**src/rtl/eq_gain_ctrl_if.sv**
```systemverilog
// Single-band gain request channel between the key/UART control path and eq_gain_ctrl.
// A request transfers on a cycle where cfg_valid and cfg_ready are both high.
interface eq_gain_ctrl_if #(
  parameter int GAIN_W = 5
);
  logic              cfg_valid;
  logic              cfg_ready;
  logic [3:0]        cfg_band;
  logic [GAIN_W-1:0] cfg_gain;

  modport master (output cfg_valid, output cfg_band, output cfg_gain, input cfg_ready);
  modport slave  (input cfg_valid, input cfg_band, input cfg_gain, output cfg_ready);
endinterface

```
**src/rtl/eq_gain_ctrl.sv**
```systemverilog
// Gain-write sequencer for the equalizer: reset hold, preset ROM loads, single-band writes
// and a shadow copy of every band gain for readback.
module eq_gain_ctrl #(
  parameter int NUM_BANDS  = 8,
  parameter int GAIN_W     = 5,
  parameter int RST_CYCLES = 16
) (
  input  logic              sys_clk,
  input  logic              sys_rst,
  eq_gain_ctrl_if.slave     cfg,
  input  logic              preset_load,
  input  logic [1:0]        preset_sel,
  input  logic              eq_reinit,
  output logic              eq_rst,
  output logic              gainwe,
  output logic [3:0]        gain_addr,
  output logic [GAIN_W-1:0] gainset,
  output logic              busy,
  output logic              done,
  output logic              cfg_err,
  input  logic [3:0]        rd_band,
  output logic [GAIN_W-1:0] rd_gain
);

  localparam int GAIN_MID = 2 ** (GAIN_W - 1);
  localparam int GAIN_MAX = 2 ** GAIN_W - 1;
  localparam int CNT_W    = $clog2(RST_CYCLES);

  localparam logic [CNT_W-1:0] CNT_LAST    = CNT_W'(RST_CYCLES - 1);
  localparam logic [3:0]       BAND_LAST   = 4'(NUM_BANDS - 1);
  localparam logic [3:0]       BAND_PREV   = 4'(NUM_BANDS - 2);
  localparam logic [4:0]       NUM_BANDS_W = 5'(NUM_BANDS);

  typedef enum logic [1:0] {
    RST_EQ,
    IDLE,
    SETUP,
    STROBE
  } state_e;

  function automatic logic [GAIN_W-1:0] preset_gain(input logic [1:0] sel, input logic [3:0] band);
    int g;
    g = GAIN_MID;
    case (sel)
      2'd1:    if (band == 4'd0 || band == 4'd1) g = GAIN_MID + 8;
      2'd2:    if (band == 4'd3 || band == 4'd4) g = GAIN_MID + 6;
      2'd3:    if (band == BAND_PREV || band == BAND_LAST) g = GAIN_MID + 8;
      default: g = GAIN_MID;
    endcase
    if (g > GAIN_MAX) g = GAIN_MAX;
    return GAIN_W'(g);
  endfunction

  state_e            state_q, state_d;
  logic [CNT_W-1:0]  cnt_q, cnt_d;
  logic [3:0]        band_q, band_d;
  logic [1:0]        sel_q, sel_d;
  logic              load_q, load_d;
  logic              eq_rst_q, eq_rst_d;
  logic              gainwe_q, gainwe_d;
  logic [3:0]        gain_addr_q, gain_addr_d;
  logic [GAIN_W-1:0] gainset_q, gainset_d;
  logic              busy_q, busy_d;
  logic              done_q, done_d;
  logic              cfg_err_q, cfg_err_d;
  logic              cfg_ready_q, cfg_ready_d;
  logic [GAIN_W-1:0] shadow_q [NUM_BANDS];
  logic [GAIN_W-1:0] shadow_d [NUM_BANDS];

  always_comb begin
    // NOTE: every variable gets a default first so no path through the case infers a latch.
    state_d     = state_q;
    cnt_d       = cnt_q;
    band_d      = band_q;
    sel_d       = sel_q;
    load_d      = load_q;
    gain_addr_d = gain_addr_q;
    gainset_d   = gainset_q;
    done_d      = 1'b0;
    cfg_err_d   = 1'b0;
    shadow_d    = shadow_q;

    case (state_q)
      RST_EQ: begin
        if (cnt_q == CNT_LAST) begin
          state_d     = SETUP;
          cnt_d       = '0;
          band_d      = 4'd0;
          sel_d       = 2'd0;
          load_d      = 1'b1;
          gain_addr_d = 4'd0;
          gainset_d   = preset_gain(2'd0, 4'd0);
        end else begin
          cnt_d = cnt_q + CNT_W'(1);
        end
      end
      IDLE: begin
        if (eq_reinit) begin
          state_d = RST_EQ;
          cnt_d   = '0;
        end else if (preset_load) begin
          state_d     = SETUP;
          sel_d       = preset_sel;
          band_d      = 4'd0;
          load_d      = 1'b1;
          gain_addr_d = 4'd0;
          gainset_d   = preset_gain(preset_sel, 4'd0);
        end else if (cfg.cfg_valid && cfg_ready_q) begin
          if ({1'b0, cfg.cfg_band} < NUM_BANDS_W) begin
            state_d     = SETUP;
            band_d      = cfg.cfg_band;
            load_d      = 1'b0;
            gain_addr_d = cfg.cfg_band;
            gainset_d   = (int'(cfg.cfg_gain) > GAIN_MAX) ? GAIN_W'(GAIN_MAX) : cfg.cfg_gain;
          end else begin
            cfg_err_d = 1'b1;
          end
        end
      end
      SETUP: begin
        if (eq_reinit) begin
          state_d = RST_EQ;
          cnt_d   = '0;
        end else begin
          state_d = STROBE;
        end
      end
      STROBE: begin
        // An abort here must not commit the band that was being strobed.
        if (eq_reinit) begin
          state_d = RST_EQ;
          cnt_d   = '0;
        end else begin
          for (int i = 0; i < NUM_BANDS; i++) begin
            if (gain_addr_q == i[3:0]) shadow_d[i] = gainset_q;
          end
          if (!load_q || band_q == BAND_LAST) begin
            state_d = IDLE;
            done_d  = load_q;
          end else begin
            state_d     = SETUP;
            band_d      = band_q + 4'd1;
            gain_addr_d = band_q + 4'd1;
            gainset_d   = preset_gain(sel_q, band_q + 4'd1);
          end
        end
      end
      default: state_d = RST_EQ;
    endcase

    // Outputs are registered versions of what the next state implies.
    eq_rst_d    = (state_d == RST_EQ);
    gainwe_d    = (state_d == STROBE);
    busy_d      = (state_d != IDLE);
    cfg_ready_d = (state_d == IDLE);
  end

  always_ff @(posedge sys_clk or posedge sys_rst) begin
    if (sys_rst) begin
      state_q     <= RST_EQ;
      cnt_q       <= '0;
      band_q      <= 4'd0;
      sel_q       <= 2'd0;
      load_q      <= 1'b0;
      eq_rst_q    <= 1'b1;
      gainwe_q    <= 1'b0;
      gain_addr_q <= 4'd0;
      gainset_q   <= '0;
      busy_q      <= 1'b1;
      done_q      <= 1'b0;
      cfg_err_q   <= 1'b0;
      cfg_ready_q <= 1'b0;
      // NOTE: the shadow array is small and its readback must show 0 after reset, so it is reset here.
      for (int i = 0; i < NUM_BANDS; i++) shadow_q[i] <= '0;
    end else begin
      // NOTE: sequential state uses non-blocking assignments so all flops update from the same edge.
      state_q     <= state_d;
      cnt_q       <= cnt_d;
      band_q      <= band_d;
      sel_q       <= sel_d;
      load_q      <= load_d;
      eq_rst_q    <= eq_rst_d;
      gainwe_q    <= gainwe_d;
      gain_addr_q <= gain_addr_d;
      gainset_q   <= gainset_d;
      busy_q      <= busy_d;
      done_q      <= done_d;
      cfg_err_q   <= cfg_err_d;
      cfg_ready_q <= cfg_ready_d;
      for (int i = 0; i < NUM_BANDS; i++) shadow_q[i] <= shadow_d[i];
    end
  end

  always_comb begin
    rd_gain = '0;
    for (int i = 0; i < NUM_BANDS; i++) begin
      if (rd_band == i[3:0]) rd_gain = shadow_q[i];
    end
  end

  assign eq_rst        = eq_rst_q;
  assign gainwe        = gainwe_q;
  assign gain_addr     = gain_addr_q;
  assign gainset       = gainset_q;
  assign busy          = busy_q;
  assign done          = done_q;
  assign cfg_err       = cfg_err_q;
  assign cfg.cfg_ready = cfg_ready_q;

endmodule

```
**src/flat_wrapper.sv**
```systemverilog
// flat-port wrapper written by rule: the top's interface ports become plain ports
module eq_gain_ctrl_flat 
#(
  parameter int NUM_BANDS  = 8,
  parameter int GAIN_W     = 5,
  parameter int RST_CYCLES = 16
)
  (sys_clk, sys_rst, preset_load, preset_sel, eq_reinit, eq_rst, gainwe, gain_addr, gainset, busy, done, cfg_err, rd_band, rd_gain, cfg_cfg_valid, cfg_cfg_band, cfg_cfg_gain, cfg_cfg_ready);
  eq_gain_ctrl_if #(.GAIN_W(GAIN_W)) cfg_i ();
  input  logic sys_clk;
  input  logic sys_rst;
  input  logic preset_load;
  input  logic [1:0] preset_sel;
  input  logic eq_reinit;
  output logic eq_rst;
  output logic gainwe;
  output logic [3:0] gain_addr;
  output logic [GAIN_W-1:0] gainset;
  output logic busy;
  output logic done;
  output logic cfg_err;
  input  logic [3:0] rd_band;
  output logic [GAIN_W-1:0] rd_gain;
  input wire logic [$bits(cfg_i.cfg_valid)-1:0] cfg_cfg_valid;
  input wire logic [$bits(cfg_i.cfg_band)-1:0] cfg_cfg_band;
  input wire logic [$bits(cfg_i.cfg_gain)-1:0] cfg_cfg_gain;
  output wire logic [$bits(cfg_i.cfg_ready)-1:0] cfg_cfg_ready;
  assign cfg_i.cfg_valid = cfg_cfg_valid;
  assign cfg_i.cfg_band = cfg_cfg_band;
  assign cfg_i.cfg_gain = cfg_cfg_gain;
  assign cfg_cfg_ready = cfg_i.cfg_ready;
  eq_gain_ctrl #(.NUM_BANDS(NUM_BANDS), .GAIN_W(GAIN_W), .RST_CYCLES(RST_CYCLES)) u_core (.sys_clk(sys_clk), .sys_rst(sys_rst), .cfg(cfg_i), .preset_load(preset_load), .preset_sel(preset_sel), .eq_reinit(eq_reinit), .eq_rst(eq_rst), .gainwe(gainwe), .gain_addr(gain_addr), .gainset(gainset), .busy(busy), .done(done), .cfg_err(cfg_err), .rd_band(rd_band), .rd_gain(rd_gain));
endmodule
```
**config.mk**
```make
export PLATFORM = sky130hd
export DESIGN_NAME = eq_gain_ctrl_flat
export DESIGN_NICKNAME = d
export VERILOG_FILES = /design/src/rtl/eq_gain_ctrl_if.sv /design/src/rtl/eq_gain_ctrl.sv /design/src/flat_wrapper.sv
export SDC_FILE = /design/constraint.sdc
export NUM_CORES = 1
export LEC_CHECK = 0
export CAP_MARGIN = 0
export CORE_ASPECT_RATIO = 0.9
export CORE_MARGIN = 4
export CORE_UTILIZATION = 55
export DETAILED_ROUTE_END_ITERATION = 10
export GPL_ROUTABILITY_DRIVEN = 0
export HOLD_SLACK_MARGIN = 0.05
export PLACE_DENSITY = 0.86
export SYNTH_ARGS = -nofsm -noshare
export SYNTH_HDL_FRONTEND = slang
export SYNTH_SLANG_ARGS = --single-unit
export TNS_END_PERCENT = 20
```
**constraint.sdc**
```tcl
create_clock -name sys_clk -period 2.3 [get_ports sys_clk]
set_input_delay 0.345 -clock sys_clk [delete_from_list [all_inputs] [get_ports sys_clk]]
set_output_delay 0.345 -clock sys_clk [all_outputs]
set_load 0.05 [all_outputs]
```
==> flow_summary.json, run 1 <==
{
  "post-dp-hpwl_microns": 5900,
  "place.port_buffers": 39,
  "wire_per_inst_microns": 19.6,
  "drive_gt1_share_pct": 30.2,
  "io_pins": 40,
  "endpoint": "rd_gain[4]",
  "crit_fanout": 13,
  "setup_viol_count_final": 0,
  "postRouteAntennaNets": 0,
  "syn_area_sq_um": 3350,
  "first_global_vias": 2614,
  "dr.pass1.iters": 5,
  "post-route-min-period_ps": 2160,
  "avgSynthCellArea_sq_um": 11.5,
  "antenna_cells": 0,
  "leakagePower_nw": 1.91,
  "hold_class": "primary input to asynchronous set/reset pin",
  "finalPower_mw": 3.51,
  "cts_buffers": 9,
  "critical-path-top-delay-family": "buffers and inverters",
  "crit_start": "rd_band[2]",
  "cp.buffers_inverters": 3,
  "hold_viol_final": 0,
  "clock-root-buffer": "clkbuf_8",
  "max_stage_delay_ps": 510,
  "grt_usage_pct": 24.2,
  "synthArstFlopShare_pct": 100,
  "dpl_cell_area_sq_um": 3990,
  "antenna_found_initial": 0,
  "drt-initial-drc-count": 208,
  "crit_chain": "clkdlybuf4s50_1 -> buf_12 -> mux2i_1 -> a21oi_1 -> o22ai_1 -> a311oi_2 -> buf_12",
  "syn_nets": 318,
  "cts_num_sinks": 64,
  "grt_pass1_wl_microns": 13700,
  "synthFlopType": "dfrtp_1",
  "overflow": 0,
  "ctsHtreeMaxLevel": 3,
  "reg2reg_from": "u_core.band_q[0]",
  "drc": 0,
  "switchingPower_mw": 1.32,
  "cp.required_ps": 1960,
  "die_x_microns": 90.2,
  "vias_per_cell": 6.17,
  "outcome": "completed",
  "die_h_microns": 82.0,
  "rows": 26,
  "worst_setup_path_end_kind": "output pin",
  "arrival_ps": 1820,
  "synth_edf_count": 0,
  "coreArea_sq_um": 5790,
  "max_slew_margin_pct": 58.3,
  "vias": 2617,
  "grt_max_degree": 46,
  "cts_buffer_depth": 2,
  "clock_skew_ps": 11.6,
  "fin_hold_ws_ps": 334,
  "postCtsSetupRepairBufs": 0,
  "yosys_warnings": 0,
  "clock_latency_ps": 340,
  "cts_tree": "done",
  "tightest_slew_ps": 609,
  "power.density_nw_per_um2": 837,
  "stdcell_area_sq_um": 4200,
  "reg2reg_to": "u_core.gainset[3]",
  "die-area_sq_um": 7400,
  "clk_pin_slew_worst_paths_ps": 70,
  "power_frac_comb_pct": 31.9,
  "fmax_mhz": 462,
  "p_sw_share_pct": 37.5,
  "power_frac_clock_pct": 26.3,
  "reg2reg_slack_ps": 320,
  "synth_seq_cells": 64,
  "ir_drop_mv": 0.621,
  "crit_path_start_kind": "primary input",
  "yosysSeqAreaShare_pct": 47.9,
  "critPathKind": "primary input to output pin",
  "crit_cells": 7,
  "rr_worst_depth": 6,
  "area_growth_pct": 25.3,
  "finalMaxSlewViolations": 0,
  "sequentialPowerShare_pct": 41.8,
  "drv_cap": 0,
  "yosysUniqueCellTypes": 52,
  "p_int_mw": 2.20,
  "crit_slowest_cell": "clkdlybuf4s50_1",
  "period_share_pct": 94.0,
  "nets": 377,
  "netlist_instances": 291,
  "crit_top_cell": "buf_12",
  "grt_setup_unrepaired": "false",
  "start_util_pct": 57.8,
  "wl_microns": 8310
}
-- cells in the final DEF (no fill, tap or decap), types with 2 or more instances in the layout --
cell / synthesis / layout
a2111oi_0: 4 / 4
mux2_2: 42 / 42
o211ai_1: 2 / 2
nand2b_1: 10 / 10
clkdlybuf4s50_1: 0 / 32
a21oi_1: 9 / 9
ha_1: 7 / 7
mux2i_1: 8 / 8
inv_1: 15 / 14
nor2_1: 14 / 13
nor4_1: 2 / 2
dfrtp_1: 62 / 62
a311oi_2: 0 / 3
a21o_1: 2 / 2
or2_2: 2 / 2
nand3_1: 7 / 7
nand4_1: 2 / 2
o22ai_1: 4 / 4
buf_4: 1 / 21
clkinv_2: 0 / 3
o32a_1: 2 / 2
nor4b_1: 2 / 2
o21bai_1: 2 / 2
o21ai_0: 13 / 11
o21a_1: 2 / 2
nand2_1: 27 / 27
buf_12: 0 / 6
o2bb2ai_1: 2 / 2
mux4_2: 7 / 7
nor3_1: 4 / 4
clkbuf_8: 0 / 9
o21ai_2: 1 / 2
dfstp_2: 2 / 2
-- registers in the layout (all words and copies together), names as in the netlist --
name / count
u_core.cnt_q: 4
u_core.done: 1
u_core.cfg.cfg_ready: 1
u_core.band_q: 4
u_core.sel_q: 2
u_core.eq_rst: 1
u_core.cfg_err: 1
u_core.gainset: 5
u_core.shadow_q: 40
u_core.state_q: 2
u_core.busy: 1
u_core.gainwe: 1
u_core.load_q: 1
-- per-layer routing --
metal / up-vias / share of wire [%] / routed length (microns) / GRT usage (%)
met2: 97 / 49 / 4100 / 40.4
met1: 1314 / 44 / 3660 / 32.0
met4: 0 / 1.1 / 91 / 6.73
met5: - / 0 / 0 / 0
li1: 1194 / - / - / -
met3: 12 / 5.5 / 460 / 5.86
-- layout make-up --
| type | count | area, sq um |
|---|---|---|
| Inverter | 15 | 56.3 |
| Sequential cell | 64 | 1600 |
| Clock inverter | 6 | 61.3 |
| Timing Repair Buffer | 61 | 619 |
| Clock buffer | 9 | 124 |
| Tap cell | 70 | 87.6 |
| Multi-Input combinational cell | 199 | 1640 |
| Fill cell | 400 | 1590 |
-- synth_stat cells (3+ instances only) --
cell | number | area, sq um
a2111oi_0 | 4 | 35.0
a21oi_1 | 9 | 45.0
a311oi_1 | 3 | 26.3
buf_2 | 5 | 25.0
clkbuf_1 | 4 | 15.0
dfrtp_1 | 62 | 1550
ha_1 | 7 | 87.6
inv_1 | 15 | 56.3
mux2_2 | 42 | 473
mux2i_1 | 8 | 80.1
mux4_2 | 7 | 158
nand2_1 | 27 | 101
nand2b_1 | 10 | 62.6
nand3_1 | 7 | 35.0
nor2_1 | 14 | 52.6
nor3_1 | 4 | 20.0
o21ai_0 | 13 | 65.1
o22ai_1 | 4 | 25.0
-- timing repair --
| item | 4_1_cts | 5_1_grt |
|---|---|---|
| pin swaps | 0 | 2 |
| hold buffers | 0 | 0 |
| gates resized for setup | 3 | 6 |
| gates cloned | 0 | 0 |
| endpoints found under the setup margin | 5 | 3 |
-- worst reg2reg max path, delay by kind of cell (launching register included) --
family,cells,cell delay [ps]
AO/OA/AOI/OAI,2,640
flip-flops,1,480
buffers and inverters,1,190
adder cells (fa/ha/maj),1,320
AND/OR/NAND/NOR,2,270
-- power groups by stage --
| stage | registers [mW] | logic, mW | clock network (mW) |
|---|---|---|---|
| 2_1_floorplan | 1.64 | 0.499 | 0 |
| 3_3_place_gp | 1.47 | 1.05 | 0 |
| 3_5_place_dp | 1.48 | 1.10 | 0 |
| 4_1_cts | 1.46 | 1.11 | 0.927 |
| 5_1_grt | 1.49 | 1.21 | 0.987 |
| 6_report | 1.47 | 1.12 | 0.924 |
-- per-stage QoR --
step           utilization, %  setup TNS, ps  worst slack [ps]  instances
4_1_cts                  72.1              0              4.08        424
6_report                 72.5              0               138        424
3_3_place_gp             68.8           -163             -50.9        409
2_1_floorplan               -           -685              -402        291
3_5_place_dp             68.8           -183             -66.9        409
5_1_grt                  72.5              0              58.8        424
-- logic make-up (layout without fill, tap and decap cells) --
kind of cell	count (synthesis)	in the layout	share of synthesized area, %
DFF	64	64	47.9
adders and majority gates	7	7	2.62
AOI/OAI and AO/OA	55	55	11.6
buffers and inverters	28	91	3.89
muxes	58	58	21.7
and+or+nand+nor	79	79	12.3
-- worst min path at each step --
| stage | startpoint | endpoint | slack (ps) | depth (start not counted) |
|---|---|---|---|---|
| 5_1_grt | sys_rst | u_core.cnt_q[1] | 380 | 2 |
| 6_report | sys_rst | u_core.cnt_q[1] | 330 | 2 |
| 2_1_floorplan | u_core.cnt_q[3] | u_core.cnt_q[3] | 450 | 1 |
| 4_1_cts | sys_rst | u_core.cnt_q[1] | 350 | 2 |
| 3_5_place_dp | u_core.cnt_q[3] | u_core.cnt_q[3] | 490 | 1 |
| 3_3_place_gp | u_core.cnt_q[3] | u_core.cnt_q[3] | 460 | 1 |
No activity file was read; power rests on OpenSTA's default activity.
==> run 2: changes to the inputs <==
--- a/config.mk
+++ b/config.mk
@@ -11,2 +11,3 @@
 export CORE_UTILIZATION = 55
+export CTS_CLUSTER_SIZE = 40
 export DETAILED_ROUTE_END_ITERATION = 10
==> constraint.sdc (replaced) <==
create_clock -name sys_clk -period 2.3 [get_ports sys_clk]
set_input_delay 0.69 -clock sys_clk [delete_from_list [all_inputs] [get_ports sys_clk]]
set_output_delay 0.69 -clock sys_clk [all_outputs]
set_load 0.05 [all_outputs]
==> run 2 against run 1 <==
Effect of this change: the run now ends with setup timing left; largest power group unchanged; design area grew 3.6%; clock power grew 10%; global-route usage grew 0.50 points; non-clock buffer count grew 10; sequential share of layout area shrank 1.3 points; hold slack gained 170 ps; clock skew is essentially flat; core utilization grew 2.6 points; count of clock-buffer cells in the layout grew 5; combinational power shrank 4%; via count grew 0.96%; critical endpoint is now rd_gain[2].
==> flow_summary.json, run 2 (same netlist as run 1, synthesis figures left out) <==
{
  "outcome": "finished with violations",
  "failed_checks": "setup timing",
  "wl_microns": 8520,
  "top_register": "u_core.shadow_q",
  "area_growth_pct": 29.8,
  "cts_buffer_depth": 2,
  "leakagePower_nw": 2.00,
  "cts_tree": "done",
  "dpl_cell_area_sq_um": 4020,
  "ir_drop_mv": 0.767,
  "max_slew_margin_pct": 60.1,
  "post-route-min-period_ps": 2550,
  "crit_fanout": 7,
  "tightest_slew_ps": 584,
  "first_global_vias": 2774,
  "crit_path_start_kind": "primary input",
  "hold_viol_final": 0,
  "grt_max_degree": 37,
  "rows": 26,
  "die-area_sq_um": 7400,
  "setup_viol_count_final": 5,
  "fin_hold_ws_ps": 505,
  "die_x_microns": 90.2,
  "postRouteAntennaNets": 0,
  "clock-root-buffer": "clkbuf_8",
  "stdcell_area_sq_um": 4350,
  "vias": 2642,
  "period_share_pct": 111,
  "grt_usage_pct": 24.7,
  "critPathKind": "primary input to output pin",
  "drc": 0,
  "pre_cts_ws_ps": -714,
  "power.density_nw_per_um2": 824,
  "drive_gt1_share_pct": 37.3,
  "clk_pin_slew_worst_paths_ps": 70,
  "wire_per_inst_microns": 19.6,
  "vias_per_cell": 6.07,
  "post-route-util_pct": 75.1,
  "fmax_mhz": 392,
  "antenna_found_initial": 0,
  "grt_pass1_wl_microns": 14000,
  "clock_latency_ps": 350,
  "drt-initial-drc-count": 199,
  "post-dp-hpwl_microns": 5950,
  "timing.final.ws_setup_ps": -248,
  "nets": 387,
  "coreArea_sq_um": 5790,
  "hold_class": "register to register",
  "drv_cap": 0,
  "final_cell_mix": "dfrtp_1 (62), mux2_2 (42), buf_4 (37)",
  "arrival_ps": 1860,
  "hold_buffers": 0,
  "clock_skew_ps": 11.9,
  "die_h_microns": 82.0,
  "ctsHtreeMaxLevel": 3,
  "grt_setup_unrepaired": "true",
  "io_pins": 40,
  "cts_buffers": 9,
  "overflow": 0,
  "finalMaxSlewViolations": 0,
  "largest_reg_flops": 40,
  "rr_worst_depth": 6,
  "start_util_pct": 57.8,
  "hold_depth": 1,
  "cts_num_sinks": 64,
  "final_common_cell": "dfrtp_1",
  "place.port_buffers": 39,
  "worst_setup_path_end_kind": "output pin",
  "antenna_cells": 0,
  "dr.pass1.iters": 4,
  "cp.required_ps": 1610,
  "fin_tns_setup_ps": -1040
}
## run 2: cell types whose count changed in the layout (fill, tap and decap cells not counted), sizes merged
cell,delta
dlygate4sd2,-1
dlymetal6s2s,-1
buf,+23
clkbuf,+5
clkdlybuf4s50,-12
bufbuf,+1
clkinv,-4
## run 2: path summary, 6_finish.rpt
kind,start,to,slack [ps]
max,rd_band[0],rd_gain[2],-250
min,u_core.shadow_q[37],u_core.shadow_q[37],510
max reg2reg,u_core.band_q[1],u_core.gainset[3],390
min reg2reg,u_core.shadow_q[37],u_core.shadow_q[37],510
max in group asynchronous,sys_rst,u_core.shadow_q[34],1120
min in group asynchronous,sys_rst,u_core.cnt_q[0],640
## run 2: per-layer routing
metal	vias up	global-route usage (%)	part of all wire (%)
li1	1203	-	-
met1	1303	31.0	41
met2	118	41.9	49
met3	18	6.50	7.3
met4	0	8.87	1.9
met5	-	0	0
## run 2: area by class of cell
type                    instances  area [sq um]
multi-input cells             199          1700
clock buffers                  14           173
clock inverters                 2          37.5
flip-flops and latches         64          1600
fillers                       379          1440
inverters                      15          56.3
repair buffers                 71           689
well taps                      70          87.6
## run 2: report_power, final
group          internal, mW  switching [mW]  total [mW]  leakage (nW)
logic                 0.425           0.653        1.08          1.03
registers              1.27           0.216        1.48         0.867
clock network         0.591           0.430        1.02         0.103
## run 2: worst max-delay path, cell delays in order
cell      delay [ps]
buf_8            100
buf_12           130
mux2i_1          130
o32a_1           380
a311oi_4         250
buf_12           180
## run 2: what timing repair did
action	CTS	global route
setup buffers	4	1
gates cloned	1	0
pin swaps	6	3
gates resized for setup	28	4
setup endpoints to repair	5	5
## run 2: metrics by stage
step / cells / power, mW
2_1_floorplan: 291 / 2.15
3_3_place_gp: 413 / 2.49
3_5_place_dp: 413 / 2.53
4_1_cts: 434 / 3.57
5_1_grt: 435 / 3.77
6_report: 435 / 3.58
==> run 3: changes to the inputs <==
- MAX_ROUTING_LAYER: not set -> met4
==> run 3 against run 2 <==
Effect of this change: the run still ends with setup timing left; sequential cell count stayed put; sequential power hardly changed; clock skew is 1.3 ps higher; combinational power hardly changed.
==> flow_summary.json, run 3 (same netlist as run 1, synthesis figures left out) <==
{
  "hold_buffers": 0,
  "final_cells": 435,
  "rr_worst_depth": 6,
  "failed_checks": "setup timing",
  "first_global_vias": 2770,
  "grt_max_degree": 37,
  "dp.cells": 413,
  "antenna_cells": 0,
  "grt_usage_pct": 25.5,
  "die-area_sq_um": 7400,
  "rows": 26,
  "timing.final.ws_setup_ps": -246,
  "period_share_pct": 111,
  "vias_per_cell": 6.09,
  "setup_viol_count_final": 5,
  "overflow": 0,
  "postRouteAntennaNets": 0,
  "die_x_microns": 90.2,
  "clk_pin_slew_worst_paths_ps": 70,
  "cts_num_sinks": 64,
  "hold_viol_final": 0,
  "clock_latency_ps": 350,
  "clock_skew_ps": 13.1,
  "tightest_slew_ps": 584,
  "worst_setup_path_end_kind": "output pin",
  "cp.required_ps": 1610,
  "post-route-min-period_ps": 2550,
  "post-dp-hpwl_microns": 5950,
  "nets": 387,
  "crit_chain": "buf_8 -> buf_12 -> mux2i_1 -> o32a_1 -> a311oi_4 -> buf_12",
  "crit_cells": 6,
  "hold_class": "register to register",
  "clock-root-buffer": "clkbuf_8",
  "outcome": "finished with violations",
  "max_stage_delay_ps": 370,
  "antenna_found_initial": 0,
  "cts_buffers": 9,
  "fill_cells": 379,
  "hold_depth": 1,
  "fmax_mhz": 393,
  "wire_per_inst_microns": 19.6,
  "start_util_pct": 57.8,
  "dr.pass1.iters": 4,
  "fin_tns_setup_ps": -1040,
  "crit_slowest_cell": "o32a_1",
  "drt-initial-drc-count": 186,
  "ctsHtreeMaxLevel": 3,
  "finalMaxSlewViolations": 0,
  "max_slew_margin_pct": 60.1,
  "cp.buffers_inverters": 3,
  "vias": 2649,
  "crit_top_cell": "buf_12",
  "wl_microns": 8540,
  "cts_tree": "done",
  "power.density_nw_per_um2": 825,
  "area_growth_pct": 29.8,
  "crit_fanout": 7,
  "cts_buffer_depth": 2,
  "drv_cap": 0,
  "die_h_microns": 82.0,
  "crit_path_start_kind": "primary input",
  "largest_reg_flops": 40,
  "critical-path-top-delay-family": "compound AO/OA/AOI/OAI gates",
  "arrival_ps": 1860,
  "ir_drop_mv": 0.772,
  "place.port_buffers": 39,
  "coreArea_sq_um": 5790,
  "grt_pass1_wl_microns": 14000,
  "drc": 0,
  "drive_gt1_share_pct": 37.3,
  "final_common_cell": "dfrtp_1",
  "top_register": "u_core.shadow_q",
  "final_cell_mix": "dfrtp_1 (62), mux2_2 (42), buf_4 (37)",
  "grt_setup_unrepaired": "true",
  "io_pins": 40,
  "leakagePower_nw": 2.00,
  "critPathKind": "primary input to output pin"
}
==> run 3: worst reg2reg max path, delay by kind of cell, from the launching register on <==
family | cells | cell delay [ps]
buf+inv | 1 | 190
simple gates | 2 | 550
compound gates | 2 | 290
flops | 1 | 490
fa+ha+maj | 1 | 310
==> run 3: per-stage QoR <==
step	setup WS (ps)	power, mW	util [%]	hold slack, ps	area (sq um)
final	-246	3.59	75.1	508	4350
after global placement	-672	2.49	69.4	463	4020
after global routing	-285	3.78	75.1	519	4350
after detailed placement	-714	2.53	69.4	488	4020
after CTS	-292	3.57	74.9	510	4340
after floorplan	-332	2.15	-	448	3430
==> run 3: path summary, 6_finish.rpt <==
kind	from	end	slack, ps
setup / recovery	rd_band[0]	rd_gain[2]	-250
hold / removal	u_core.shadow_q[37]	u_core.shadow_q[37]	510
setup reg to reg	u_core.band_q[1]	u_core.gainset[3]	390
hold reg to reg	u_core.shadow_q[37]	u_core.shadow_q[37]	510
max in group asynchronous	sys_rst	u_core.shadow_q[34]	1120
min in group asynchronous	sys_rst	u_core.cnt_q[0]	640
==> run 3: timing repair <==
action	in CTS	in global routing
pin swaps	6	3
gates resized for setup	28	4
setup buffers	4	1
cloned	1	0
setup endpoints to repair	5	5
==> run 3: area by class of cell <==
class	instances	area, sq um	area share, %
Tap cell	70	87.6	2.01
Sequential cell	64	1600	36.9
Clock inverter	2	37.5	0.864
Multi-Input combinational cell	199	1700	39.1
Clock buffer	14	173	3.97
Timing Repair Buffer	71	689	15.9
Inverter	15	56.3	1.30
==> run 3: layer usage <==
layer | wire length [microns] | global-route usage, %
met5 | 0 | -
met3 | 595 | 6.87
met2 | 4220 | 42.0
met4 | 137 | 8.41
met1 | 3580 | 31.2
==> run 3: power by group <==
part	internal (mW)	switching, mW	leakage [nW]
Clock	0.591	0.433	0.103
Combinational	0.425	0.655	1.03
Sequential	1.27	0.215	0.867
Total	2.28	1.30	2.00
